`src/rtl/trisc_pkg.sv`:
```
// Shared TRISC definitions: opcode constants, decoder FSM encoding, line indices.
package trisc_pkg;

   localparam logic [3:0] OP_LDA = 4'b0000;
   localparam logic [3:0] OP_STA = 4'b0001;
   localparam logic [3:0] OP_ADD = 4'b0010;
   localparam logic [3:0] OP_SUB = 4'b0011;
   localparam logic [3:0] OP_XOR = 4'b0100;
   localparam logic [3:0] OP_INC = 4'b0110;
   localparam logic [3:0] OP_CLR = 4'b0111;
   localparam logic [3:0] OP_JMP = 4'b1000;
   localparam logic [3:0] OP_JPZ = 4'b1001;
   localparam logic [3:0] OP_JPN = 4'b1010;
   localparam logic [3:0] OP_HLT = 4'b1111;

   localparam int unsigned NUM_LINES = 11;
   localparam int unsigned LINE_LDA  = 0;
   localparam int unsigned LINE_STA  = 1;
   localparam int unsigned LINE_ADD  = 2;
   localparam int unsigned LINE_SUB  = 3;
   localparam int unsigned LINE_XOR  = 4;
   localparam int unsigned LINE_INC  = 5;
   localparam int unsigned LINE_CLR  = 6;
   localparam int unsigned LINE_JMP  = 7;
   localparam int unsigned LINE_JPZ  = 8;
   localparam int unsigned LINE_JPN  = 9;
   localparam int unsigned LINE_HLT  = 10;

   typedef enum logic [1:0] {StEmpty, StLoad, StValid, StHalt} dec_state_t;

   function automatic logic is_reserved(input logic [3:0] op);
      return (op == 4'b0101) || ((op >= 4'b1011) && (op <= 4'b1110));
   endfunction

endpackage

```
`src/rtl/trisc_opdecode.sv`:
```
// Combinational opcode + flags to one-hot line / Skip / Illegal map.
module trisc_opdecode
   import trisc_pkg::*;
(
   input  logic [3:0]           op,
   input  logic                 zflag,
   input  logic                 nflag,
   output logic [NUM_LINES-1:0] lines,
   output logic                 skip,
   output logic                 illegal
);

   always_comb begin
      lines   = '0;
      skip    = 1'b0;
      illegal = 1'b0;
      case (op)
         OP_LDA: lines[LINE_LDA] = 1'b1;
         OP_STA: lines[LINE_STA] = 1'b1;
         OP_ADD: lines[LINE_ADD] = 1'b1;
         OP_SUB: lines[LINE_SUB] = 1'b1;
         OP_XOR: lines[LINE_XOR] = 1'b1;
         OP_INC: lines[LINE_INC] = 1'b1;
         OP_CLR: lines[LINE_CLR] = 1'b1;
         OP_JMP: lines[LINE_JMP] = 1'b1;
         OP_JPZ: begin
            if (zflag) lines[LINE_JPZ] = 1'b1;
            else       skip            = 1'b1;
         end
         OP_JPN: begin
            if (nflag) lines[LINE_JPN] = 1'b1;
            else       skip            = 1'b1;
         end
         OP_HLT: lines[LINE_HLT] = 1'b1;
         default: illegal = is_reserved(op);
      endcase
   end

endmodule

```
`src/rtl/trisc_decoder.sv`:
```
// TRISC instruction register, flag register and registered one-hot decoder.
// Optional TRISC_DECODE_STATS_EN adds saturating InstrCount/IllegalCount outputs.
module trisc_decoder
   import trisc_pkg::*;
#(
   parameter int unsigned OPW = 4,
   parameter int unsigned ADW = 4
) (
   input  logic               SysClock,
   input  logic               Reset,
   input  logic [OPW+ADW-1:0] MemData,
   input  logic               IrLoad,
   input  logic               FlagLoad,
   input  logic               AccZero,
   input  logic               AccNeg,
   output logic               LDA,
   output logic               STA,
   output logic               ADD,
   output logic               SUB,
   output logic               XOR,
   output logic               INC,
   output logic               CLR,
   output logic               JMP,
   output logic               JPZ,
   output logic               JPN,
   output logic               HLT,
   output logic [ADW-1:0]     Operand,
   output logic               Valid,
   output logic               Skip,
   output logic               Illegal,
   output logic               Halted
`ifdef TRISC_DECODE_STATS_EN
   ,
   output logic [7:0]         InstrCount,
   output logic [7:0]         IllegalCount
`endif
);

   dec_state_t             state_q, state_d;
   logic [OPW+ADW-1:0]     ir_q;
   logic                   zflag_q, nflag_q;
   logic [NUM_LINES-1:0]   lines_q, dec_lines;
   logic                   skip_q, illegal_q, dec_skip, dec_illegal;
   logic                   decode_edge;

   trisc_opdecode u_opdecode (
      .op      (ir_q[OPW+ADW-1:ADW]),
      .zflag   (zflag_q),
      .nflag   (nflag_q),
      .lines   (dec_lines),
      .skip    (dec_skip),
      .illegal (dec_illegal)
   );

   assign decode_edge = (state_q == StLoad) && !IrLoad;

   always_comb begin
      state_d = state_q;
      unique case (state_q)
         StEmpty: if (IrLoad) state_d = StLoad;
         StLoad:  if (!IrLoad) state_d = dec_lines[LINE_HLT] ? StHalt : StValid;
         StValid: if (IrLoad) state_d = StLoad;
         StHalt:  state_d = StHalt;
         default: state_d = StEmpty;
      endcase
   end

   always_ff @(posedge SysClock or posedge Reset) begin
      if (Reset) begin
         state_q   <= StEmpty;
         ir_q      <= '0;
         zflag_q   <= 1'b0;
         nflag_q   <= 1'b0;
         lines_q   <= '0;
         skip_q    <= 1'b0;
         illegal_q <= 1'b0;
      end else begin
         state_q <= state_d;
         if (FlagLoad) begin
            zflag_q <= AccZero;
            nflag_q <= AccNeg;
         end
         // The HALT state freezes IR and the lines; only Reset leaves it.
         if (state_q != StHalt && IrLoad) begin
            ir_q      <= MemData;
            lines_q   <= '0;
            skip_q    <= 1'b0;
            illegal_q <= 1'b0;
         end else if (decode_edge) begin
            lines_q   <= dec_lines;
            skip_q    <= dec_skip;
            illegal_q <= dec_illegal;
         end
      end
   end

`ifdef TRISC_DECODE_STATS_EN
   logic [7:0] instr_cnt_q, illegal_cnt_q;

   always_ff @(posedge SysClock or posedge Reset) begin
      if (Reset) begin
         instr_cnt_q   <= '0;
         illegal_cnt_q <= '0;
      end else if (decode_edge) begin
         if (instr_cnt_q != 8'hFF) instr_cnt_q <= instr_cnt_q + 8'd1;
         if (dec_illegal && illegal_cnt_q != 8'hFF) illegal_cnt_q <= illegal_cnt_q + 8'd1;
      end
   end

   assign InstrCount   = instr_cnt_q;
   assign IllegalCount = illegal_cnt_q;
`endif

   assign LDA     = lines_q[LINE_LDA];
   assign STA     = lines_q[LINE_STA];
   assign ADD     = lines_q[LINE_ADD];
   assign SUB     = lines_q[LINE_SUB];
   assign XOR     = lines_q[LINE_XOR];
   assign INC     = lines_q[LINE_INC];
   assign CLR     = lines_q[LINE_CLR];
   assign JMP     = lines_q[LINE_JMP];
   assign JPZ     = lines_q[LINE_JPZ];
   assign JPN     = lines_q[LINE_JPN];
   assign HLT     = lines_q[LINE_HLT];
   assign Skip    = skip_q;
   assign Illegal = illegal_q;
   assign Operand = ir_q[ADW-1:0];
   assign Valid   = (state_q == StValid) || (state_q == StHalt);
   assign Halted  = (state_q == StHalt);

endmodule

```
`config.mk`:
```
export PLATFORM = sky130hd
export DESIGN_NAME = trisc_decoder
export DESIGN_NICKNAME = d
export VERILOG_FILES = /design/src/rtl/trisc_pkg.sv /design/src/rtl/trisc_opdecode.sv /design/src/rtl/trisc_decoder.sv
export SDC_FILE = /design/constraint.sdc
export NUM_CORES = 1
export LEC_CHECK = 0
export ABC_AREA = 1
export BUFFER_PORTS_ARGS = -buffer_cell sky130_fd_sc_hd__buf_4
export CORE_UTILIZATION = 40
export CTS_CLUSTER_SIZE = 25
export DETAILED_ROUTE_END_ITERATION = 10
export PLACE_DENSITY = 0.69
export SYNTH_ARGS = -nofsm -noshare
export SYNTH_HDL_FRONTEND = slang
export SYNTH_SLANG_ARGS = --single-unit
```
`constraint.sdc`:
```
create_clock -name SysClock -period 1.5 [get_ports SysClock]
set_input_delay 0.225 -clock SysClock [delete_from_list [all_inputs] [get_ports SysClock]]
set_output_delay 0.225 -clock SysClock [all_outputs]
set_load 0.02 [all_outputs]
```
==> impl_summary.md, run 1 <==
Route
For this block, the initial DRC count from the detailed router was 15. The routed length per instance is 11.46 um. The number of vias after detailed routing is 893. The first detailed-routing pass took 4 iterations.

The mean number of vias per cell is 4.651. The final routed DRC violation total is 0. The count of nets left with antenna violations after detail routing is 0. Wires add up to 2.200 mm.

STA
The highest clock rate is 774.6 MHz. The worst slew margin relative to its limit is 0.6697. The number of max-slew violations in the final report is 0. Clock skew on the completed layout was measured at 0.01137 ns. Setup violations remaining at the end of the flow were counted as 0. The hold violation total from the final report is 0. The shortest clock period the worst path allows after layout is 1.291 ns.

Setup repair after global routing left no endpoint under its margin. At the pin with the least slew margin, the transition time is 0.4954 ns. Dividing the final minimum period by the clock period gives 0.8607. For the final routed database, the setup TNS stands at 0 ns.

Logic synthesis
The gate count after technology mapping is 131. During synthesis, Yosys emitted a total of 0 warnings. The sequential area share after synthesis is 0.5574.

The synthesized area is 1122 sq um. The post-synthesis area per instance is 8.567 sq um. The number of nets in the synthesized netlist is 145.

The number of different library cells used by synthesis comes to 16. Synthesis inferred 25 register bits.

Pwr
The fraction of power consumed by the clock network is 0.289. The share of total power dissipated in combinational logic is 0.050. Across the VDD grid, the largest voltage drop is 0.5357 mV.

Summed over all cells, the static leakage comes to 0.7649 nW. The share of total power dissipated in sequential elements is 0.661. The power density over cell area is 743.5 nW/um^2.

The switching part of the total is 0.2183. The internal power is 807.2 uW. Summed over all nets, the switching power comes to 225.4 uW.

Clocking
The maximum clock path buffer count is 2. The total CTS buffers is 3. The clock-pin slew of the registers on the worst-case setup and hold paths is 0.14 ns. The TritonCTS clock tree is done. The number of gates given a new drive strength after cts is 0. The number of setup buffers added after CTS is 0.

The CTS root buffer is clkbuf_4. The H-tree level count is 1. Clock latency on the worst-skew pair, taken at its later pin, is 0.32 ns.

The number of hold buffers added after CTS was 1. Clock tree synthesis found a total of 25 sinks.

Global routing
The initial antenna violation count is 0. For this run, the total global-route usage over all layers was measured as 0.1623. The pin count of the biggest net entering global routing is 26. The total global routing overflow is 0.

The wire length of the first global-routing pass is 3.477 mm. The number of global-route vias before repair is 802.

Job
Across the run, the number of max-cap violations was 0.

Critical path
Grouping stages by cell kind, the critical path spends the most delay in flip-flops. The worst setup path is launched from a register. The critical path goes through nand2_2, inv_1, buf_4. Along the worst path, the maximum fanout reaches 4. The critical path's slowest cell is dfrtp_1. The worst path arrival time is 1.07 ns. On the worst path, the slowest cell contributes a delay of 0.44 ns. The required time of the critical path is 1.27 ns.

STA classifies the critical path endpoint as a primary output. Counting both buffers and inverters, the worst setup path holds a total of 2. The category of the most critical setup path is register to primary output.

Floorplan
After floorplanning, the core was sized to cover 2567 sq um. The effective utilization at floorplan is 0.4371. The die is 54.97 um wide. Pin placement for this block handled 33 I/O pins. The area of the die is 3022 sq um.

The die height is 54.97 um. After floorplanning, the core was divided into 18 placement rows.

Placement
The placed cell area is 1351 sq um. Buffers placed on the I/O ports in this run total 32. The congestion estimate from routability-driven global placement came to 0.7740. The half-perimeter wire length after placement is 1.649 mm.

Run status
The flow ran to the end, and the final reports show no timing, DRC or antenna violations.

Layout
The proportion of layout cells with a drive suffix above 1 is 0.2840. After routing the design area is 1389 sq um. The final layout contains 177 nets. Compared with the post-synthesis result, the final layout area differs by 23.75%. Measured on the finished design, the core utilization comes to 0.5409. The number of antenna diodes in the final layout is 0.

Worst hold path
The min-delay analysis places its worst path in the category primary input to register.
## power groups by stage
stage	clock (mW)	sequential [mW]	combinational, mW
6_report	0.298	0.682	0.0520
5_1_grt	0.334	0.683	0.0572
4_1_cts	0.308	0.682	0.0539
3_5_place_dp	0	0.695	0.0519
3_3_place_gp	0	0.695	0.0494
2_1_floorplan	0	0.694	0.0161
## through the flow
stage	hold WS, ns	power [mW]	cells	setup slack, ns
2_1_floorplan	0.2523	0.7104	131	0.5388
3_3_place_gp	0.2925	0.7444	187	0.4378
3_5_place_dp	0.3063	0.7472	187	0.3450
4_1_cts	0.09014	1.045	192	0.1924
5_1_grt	0.08090	1.074	192	0.1250
6_report	0.09842	1.033	192	0.2089
## cell usage in the layout (no fill, tap or decap)
| cell | count |
|---|---|
| nand2_1 | 52 |
| buf_4 | 33 |
| dfrtp_1 | 25 |
| inv_1 | 11 |
| o21ai_0 | 10 |
| nor2_1 | 8 |
| nand3_1 | 8 |
| o21ai_2 | 4 |
| clkbuf_4 | 3 |
| nand2_2 | 1 |
| nand2_4 | 1 |
| inv_2 | 1 |
| a22oi_1 | 1 |
| mux2_2 | 1 |
| a21oi_2 | 1 |
| clkinv_2 | 1 |
| dlygate4sd3_1 | 1 |
## final timing paths
path	startpoint	end	slack, ns	cells past startpoint
max	state_q[0]$_DFFE_PP0P_	Halted	0.21	3
min	MemData[0]	ir_q[0]$_DFFE_PP0P_	0.1	3
max reg2reg	state_q[0]$_DFFE_PP0P_	lines_q[0]$_DFFE_PP0P_	0.35	3
min reg2reg	ir_q[1]$_DFFE_PP0P_	ir_q[1]$_DFFE_PP0P_	0.50	2
max in group asynchronous	Reset	lines_q[6]$_DFFE_PP0P_	0.76	4
min in group asynchronous	Reset	lines_q[3]$_DFFE_PP0P_	0.50	4
## synth_stat cells
cell type  count  share of area
inv_1         11          0.037
inv_2          1         0.0033
a21oi_2        1         0.0078
o21ai_0       10          0.045
clkbuf_1       1         0.0033
nand3_1        8          0.036
nand2_1       52           0.17
buf_4          4          0.027
nor2_1         8          0.027
dfrtp_1       25           0.56
a22oi_1        1         0.0067
buf_6          2          0.020
o21ai_2        4          0.031
mux2_2         1          0.010
nand2_2        1         0.0056
nand2_4        1          0.010
## metal layers
| metal | global-route usage | vias to the layer above | share of wire |
|---|---|---|---|
| met5 | 0 | - | 0 |
| met4 | 0.06250 | 0 | 0.015 |
| met3 | 0.02459 | 5 | 0.034 |
| met2 | 0.2631 | 22 | 0.47 |
| met1 | 0.2171 | 398 | 0.48 |
| li1 | - | 468 | - |
## layout make-up
class / count / area (sq um)
clock buffers: 3 / 22.52
clock inverters: 1 / 5.005
fillers: 252 / 1179
inverters: 12 / 45.04
multi-input cells: 87 / 395.4
flip-flops and latches: 25 / 625.6
well taps: 30 / 37.54
repair buffers: 34 / 257.7
## flip-flops by register name (all words and copies together), names as in the netlist
register / flops
state_q: 2
zflag_q: 1
lines_q: 11
ir_q: 8
nflag_q: 1
Skip: 1
Illegal: 1
## kinds of logic (layout without fill, tap and decap cells)
logic type,count (synthesis),count (layout),synth area share
AOI/OAI and AO/OA,16,16,0.09030
buffers and inverters,19,50,0.09029
DFF,25,25,0.5574
muxes,1,1,0.01003
and+or+nand+nor,70,70,0.2520
## worst min-delay path: cells and delay by family
family,cells,cell delay (ns)
buffers and inverters,1,0.08
AND/OR/NAND/NOR,2,0.09
Note: power is estimated with default switching activity, not from simulation.
==> run 2: changes to the inputs <==
--- a/config.mk
+++ b/config.mk
@@ -7,10 +7,12 @@
 export LEC_CHECK = 0
 export ABC_AREA = 1
 export BUFFER_PORTS_ARGS = -buffer_cell sky130_fd_sc_hd__buf_4
+export CORE_MARGIN = 2
 export CORE_UTILIZATION = 40
 export CTS_CLUSTER_SIZE = 25
 export DETAILED_ROUTE_END_ITERATION = 10
-export PLACE_DENSITY = 0.69
+export PLACE_DENSITY = 0.68
 export SYNTH_ARGS = -nofsm -noshare
 export SYNTH_HDL_FRONTEND = slang
+export SYNTH_HIERARCHICAL = 1
 export SYNTH_SLANG_ARGS = --single-unit
==> run 2 against run 1 <==
  * Clock-buffer cell count increased by 1
  * Sequential power increased by 57%
  * Global-route usage decreased by 1.0 points
  * Routed wire length increased by 8.8%
  * Cell area increased by 10%
  * Via count increased by 21%
  * Worst setup slack got worse by 0.11 ns
  * Synthesized cell count increased by 18%
  * Critical path type unchanged
==> impl_summary.md, run 2 <==
Run status
The flow ran to the end, and the final reports show no timing, DRC or antenna violations.

Pwr
The switching part of the total is 0.4490. The internal power is 1.513 mW. Of the total power, the clock network draws 0.107. The combinational share of power is 0.503. In this run the power density over the cells is 1795 nW/um^2. For this design the static power due to leakage is 0.8542 nW. Summed over all nets, the switching power comes to 1.233 mW. The sequential share of power is 0.390.

VDD sags by at most 0.8878 mV.

Logic synthesis
The area fraction in and, or, nand and nor cells after synthesis is 0.3732. The gate count after technology mapping is 155. The synthesized design contains 0 enable-type register cells. For this run, the number of Yosys warnings is 6. The share of the synthesized area in compound gates (AO/OA/AOI/OAI) is 0.01371.

The proportion of synthesized flip-flops having asynchronous set or reset is 1.000. The most common cell in the netlist is nand2_1. Of the post-synthesis cell area, the dominant cell type holds 0.4897. The prevailing post-synth register cell is dfrtp_1. The sequential area share after synthesis is 0.4897.

The number of nets in the synthesized netlist is 169. After synthesis, the largest family of logic cells by area is simple AND/OR/NAND/NOR gates. Of the total synthesized cell area, the portion taken by full adders, half adders and majority gates is 0. By area the synthesized netlist is led by dfrtp_1 49%, nand2_1 13%, nand3_1 8.2%. The cell accounting for the most synthesized area is dfrtp_1. The register bit count reported by yosys is 25.

Of the post-synthesis cell area, the part taken by muxes is 0. The unique cell type count in the Yosys netlist is 20. The post-synthesis area per instance is 8.242 sq um. By count the netlist is led by 45 x nand2_1, 25 x dfrtp_1, 21 x nand3_1, 13 x inv_1, 13 x nand4_1. The parity-gate share of the synthesized area counting xor and xnor cells is 0. Summing every instance area after synthesis gives 1277 sq um.

Floorplan
The core region is 3053 sq um. Measured along the x axis, the die boundary spans 60.51 um. The area of the die is 3661 sq um.

The die height is 60.51 um. The cell row count is 20. The effective utilization at floorplan is 0.4184. The total I/O pin count is 33.

STA
In the finished design, the share of the clock period the worst path needs comes to 0.9354. At the pin with the least slew margin, the transition time is 0.3883 ns. The hold violation total from the final report was 0.

The shortest clock period the worst path allows after layout is 1.403 ns. The maximum clock skew at final layout is 0.003447 ns. Setup violations remaining at the end of the flow were counted as 0. The number of max-slew violations in the final report is 0. Headroom to the max-slew limit came out at 0.7408.

Based on the critical path, the design can be clocked at up to 712.7 MHz. Setup repair after global routing left no endpoint under its margin. The setup TNS is 0 ns.

Global routing
The pin count of the biggest net entering global routing is 26. The total global-route track usage is 0.1523. The initial antenna violation count is 0.

After global routing the overflow that remains totals 0. The first global-routing pass estimated 4.209 mm of wire. The number of global-route vias before repair is 970.

Critical path
For the worst flop-to-flop path, the logic depth is 4. The worst setup path is captured at a primary output. The endpoint of the worst-slack reg-to-reg timing path is lines_q[7]$_DFFE_PP0P_. For this run, the slowest stage of the critical path takes 0.46 ns. STA puts the critical path data required time at 1.27 ns. In this run the worst path has a maximum fanout of 6.

The worst path arrival time is 1.18 ns. STA classifies the critical path startpoint as a register. The critical path's slowest cell is dfrtp_1. By startpoint and endpoint, the worst setup path is classified as register to primary output.

The critical path goes through nand2_1, inv_1, buf_4. The minimum setup slack among reg-to-reg paths is 0.34 ns. The launch point of the worst reg-to-reg path is state_q[1]$_DFFE_PP0P_.

Layout
In the layout the commonest cells are 45 x nand2_1, 35 x buf_4, 25 x dfrtp_1. With fillers left out, the area of the finished cells amounts to 1530 sq um. The largest registers in the layout are lines_q (11), ir_q (8), state_q (2). Once layout is complete, the utilization of the core stands at 0.5012. The number of flip-flops under the largest register name is 11. Relative to the synthesized area, the layout overhead comes to 19.78%.

The proportion of layout cells with a drive suffix above 1 is 0.2692. The most common cell after layout, fill and taps aside is nand2_1. The antenna diode count is 0. The number of cells in the finished layout apart from fillers is 226. The most flop-heavy register is lines_q. The number of nets in the layout is 197. Fill cells in the final layout number 295.

Clocking
The clock-pin slew of the registers on the worst-case setup and hold paths is 0.12 ns. The clock latency on the worst-skew pair is 0.32 ns. The total clock sinks is 25. The TritonCTS clock tree is done. The clock passes through at most 2 buffers. In this run, CTS created clock tree buffers numbering 3. The number of buffers inserted by post-CTS setup repair is 0.

The CTS root buffer is clkbuf_4. In this run the number of H-tree levels came out at 1.

Route
In the final routed layout, each cell accounts on average for 10.59 um. The count of nets left with antenna violations after detail routing is 0. The violation count after the first detailed-route iteration is 52. The number of vias after detailed routing is 1,084. The number of detailed-route iterations in the first pass is 4. In the routed design, unresolved DRC markers number 0. The mean number of vias per cell is 4.796.

The routed design has 2.393 mm of wire.

Worst hold path
The path class of the tightest hold or removal check is primary input to register. The end point of the most critical hold path is zflag_q$_DFFE_PP0P_. The worst hold path was traced through 2 stages. The hold path startpoint is FlagLoad.

Placement
The final weighted congestion in routability-driven placement is 0.8804. In this run the cell area measured after placement is 1494 sq um. After detailed placement, the design holds a cell count of 221.

During placement, the flow inserted port buffers numbering 32. After legalization and detailed placement, the total HPWL measured 1.826 mm.

Job
The max capacitance violation total is 0.
==> run 2: area by class of cell <==
| class | count | area (sq um) | share of cell area |
|---|---|---|---|
| flip-flops and latches | 25 | 625.6 | 0.4088 |
| well taps | 44 | 55.05 | 0.03598 |
| multi-input cells | 102 | 494.2 | 0.3230 |
| clock buffers | 4 | 26.28 | 0.01717 |
| repair buffers | 36 | 272.8 | 0.1783 |
| inverters | 15 | 56.30 | 0.03679 |
==> run 2: power groups by stage <==
stage                     sequential [mW]  clock (mW)  combinational (mW)
final                                1.07       0.293                1.38
after global routing                 1.11       0.332                1.54
after CTS                            1.07       0.301                1.39
after detailed placement             1.08           0                1.39
after global placement               1.08           0                1.36
after floorplan                      1.15           0               0.991
==> run 2: repair_timing <==
action                     in CTS  in global routing
hold endpoints to repair       25                  0
hold buffers                    1                  0
gates resized for setup         0                  0
setup endpoints to repair       0                  0
==> run 2: metrics by stage <==
step           setup WS (ns)  power [mW]  hold WS [ns]
2_1_floorplan         0.4621       2.145        0.2523
3_3_place_gp          0.3946       2.443        0.2965
3_5_place_dp          0.3711       2.476        0.3010
4_1_cts              0.09456       2.771       0.09643
5_1_grt              0.02074       2.978        0.1038
6_report             0.09695       2.747       0.09762
==> run 2: worst max-delay path, delay by kind of cell (launching register included) <==
kind,cells,cell delay (ns)
flip-flops,1,0.46
buffers and inverters,2,0.21
AND/OR/NAND/NOR,1,0.19
==> run 2: metal layers <==
metal | vias up | global-route usage | share of wire
met4 | 0 | 0.06522 | 0.019
met1 | 500 | 0.2095 | 0.48
met3 | 5 | 0.02559 | 0.038
met5 | - | 0 | 0
met2 | 32 | 0.2391 | 0.46
li1 | 547 | - | -
==> run 2: logic make-up after synthesis <==
family,Yosys count
simple gates,99
flops,25
buf+inv,28
compound gates,3
==> run 2: worst max-delay path by stage <==
| stage | start | to | depth (start not counted) |
|---|---|---|---|
| 2_1_floorplan | state_q[0]$_DFFE_PP0P_ | Halted | 4 |
| 3_3_place_gp | state_q[1]$_DFFE_PP0P_ | lines_q[7]$_DFFE_PP0P_ | 4 |
| 3_5_place_dp | state_q[1]$_DFFE_PP0P_ | lines_q[7]$_DFFE_PP0P_ | 4 |
| 4_1_cts | state_q[1]$_DFFE_PP0P_ | Halted | 3 |
| 5_1_grt | state_q[1]$_DFFE_PP0P_ | Halted | 3 |
| 6_report | state_q[1]$_DFFE_PP0P_ | Halted | 3 |
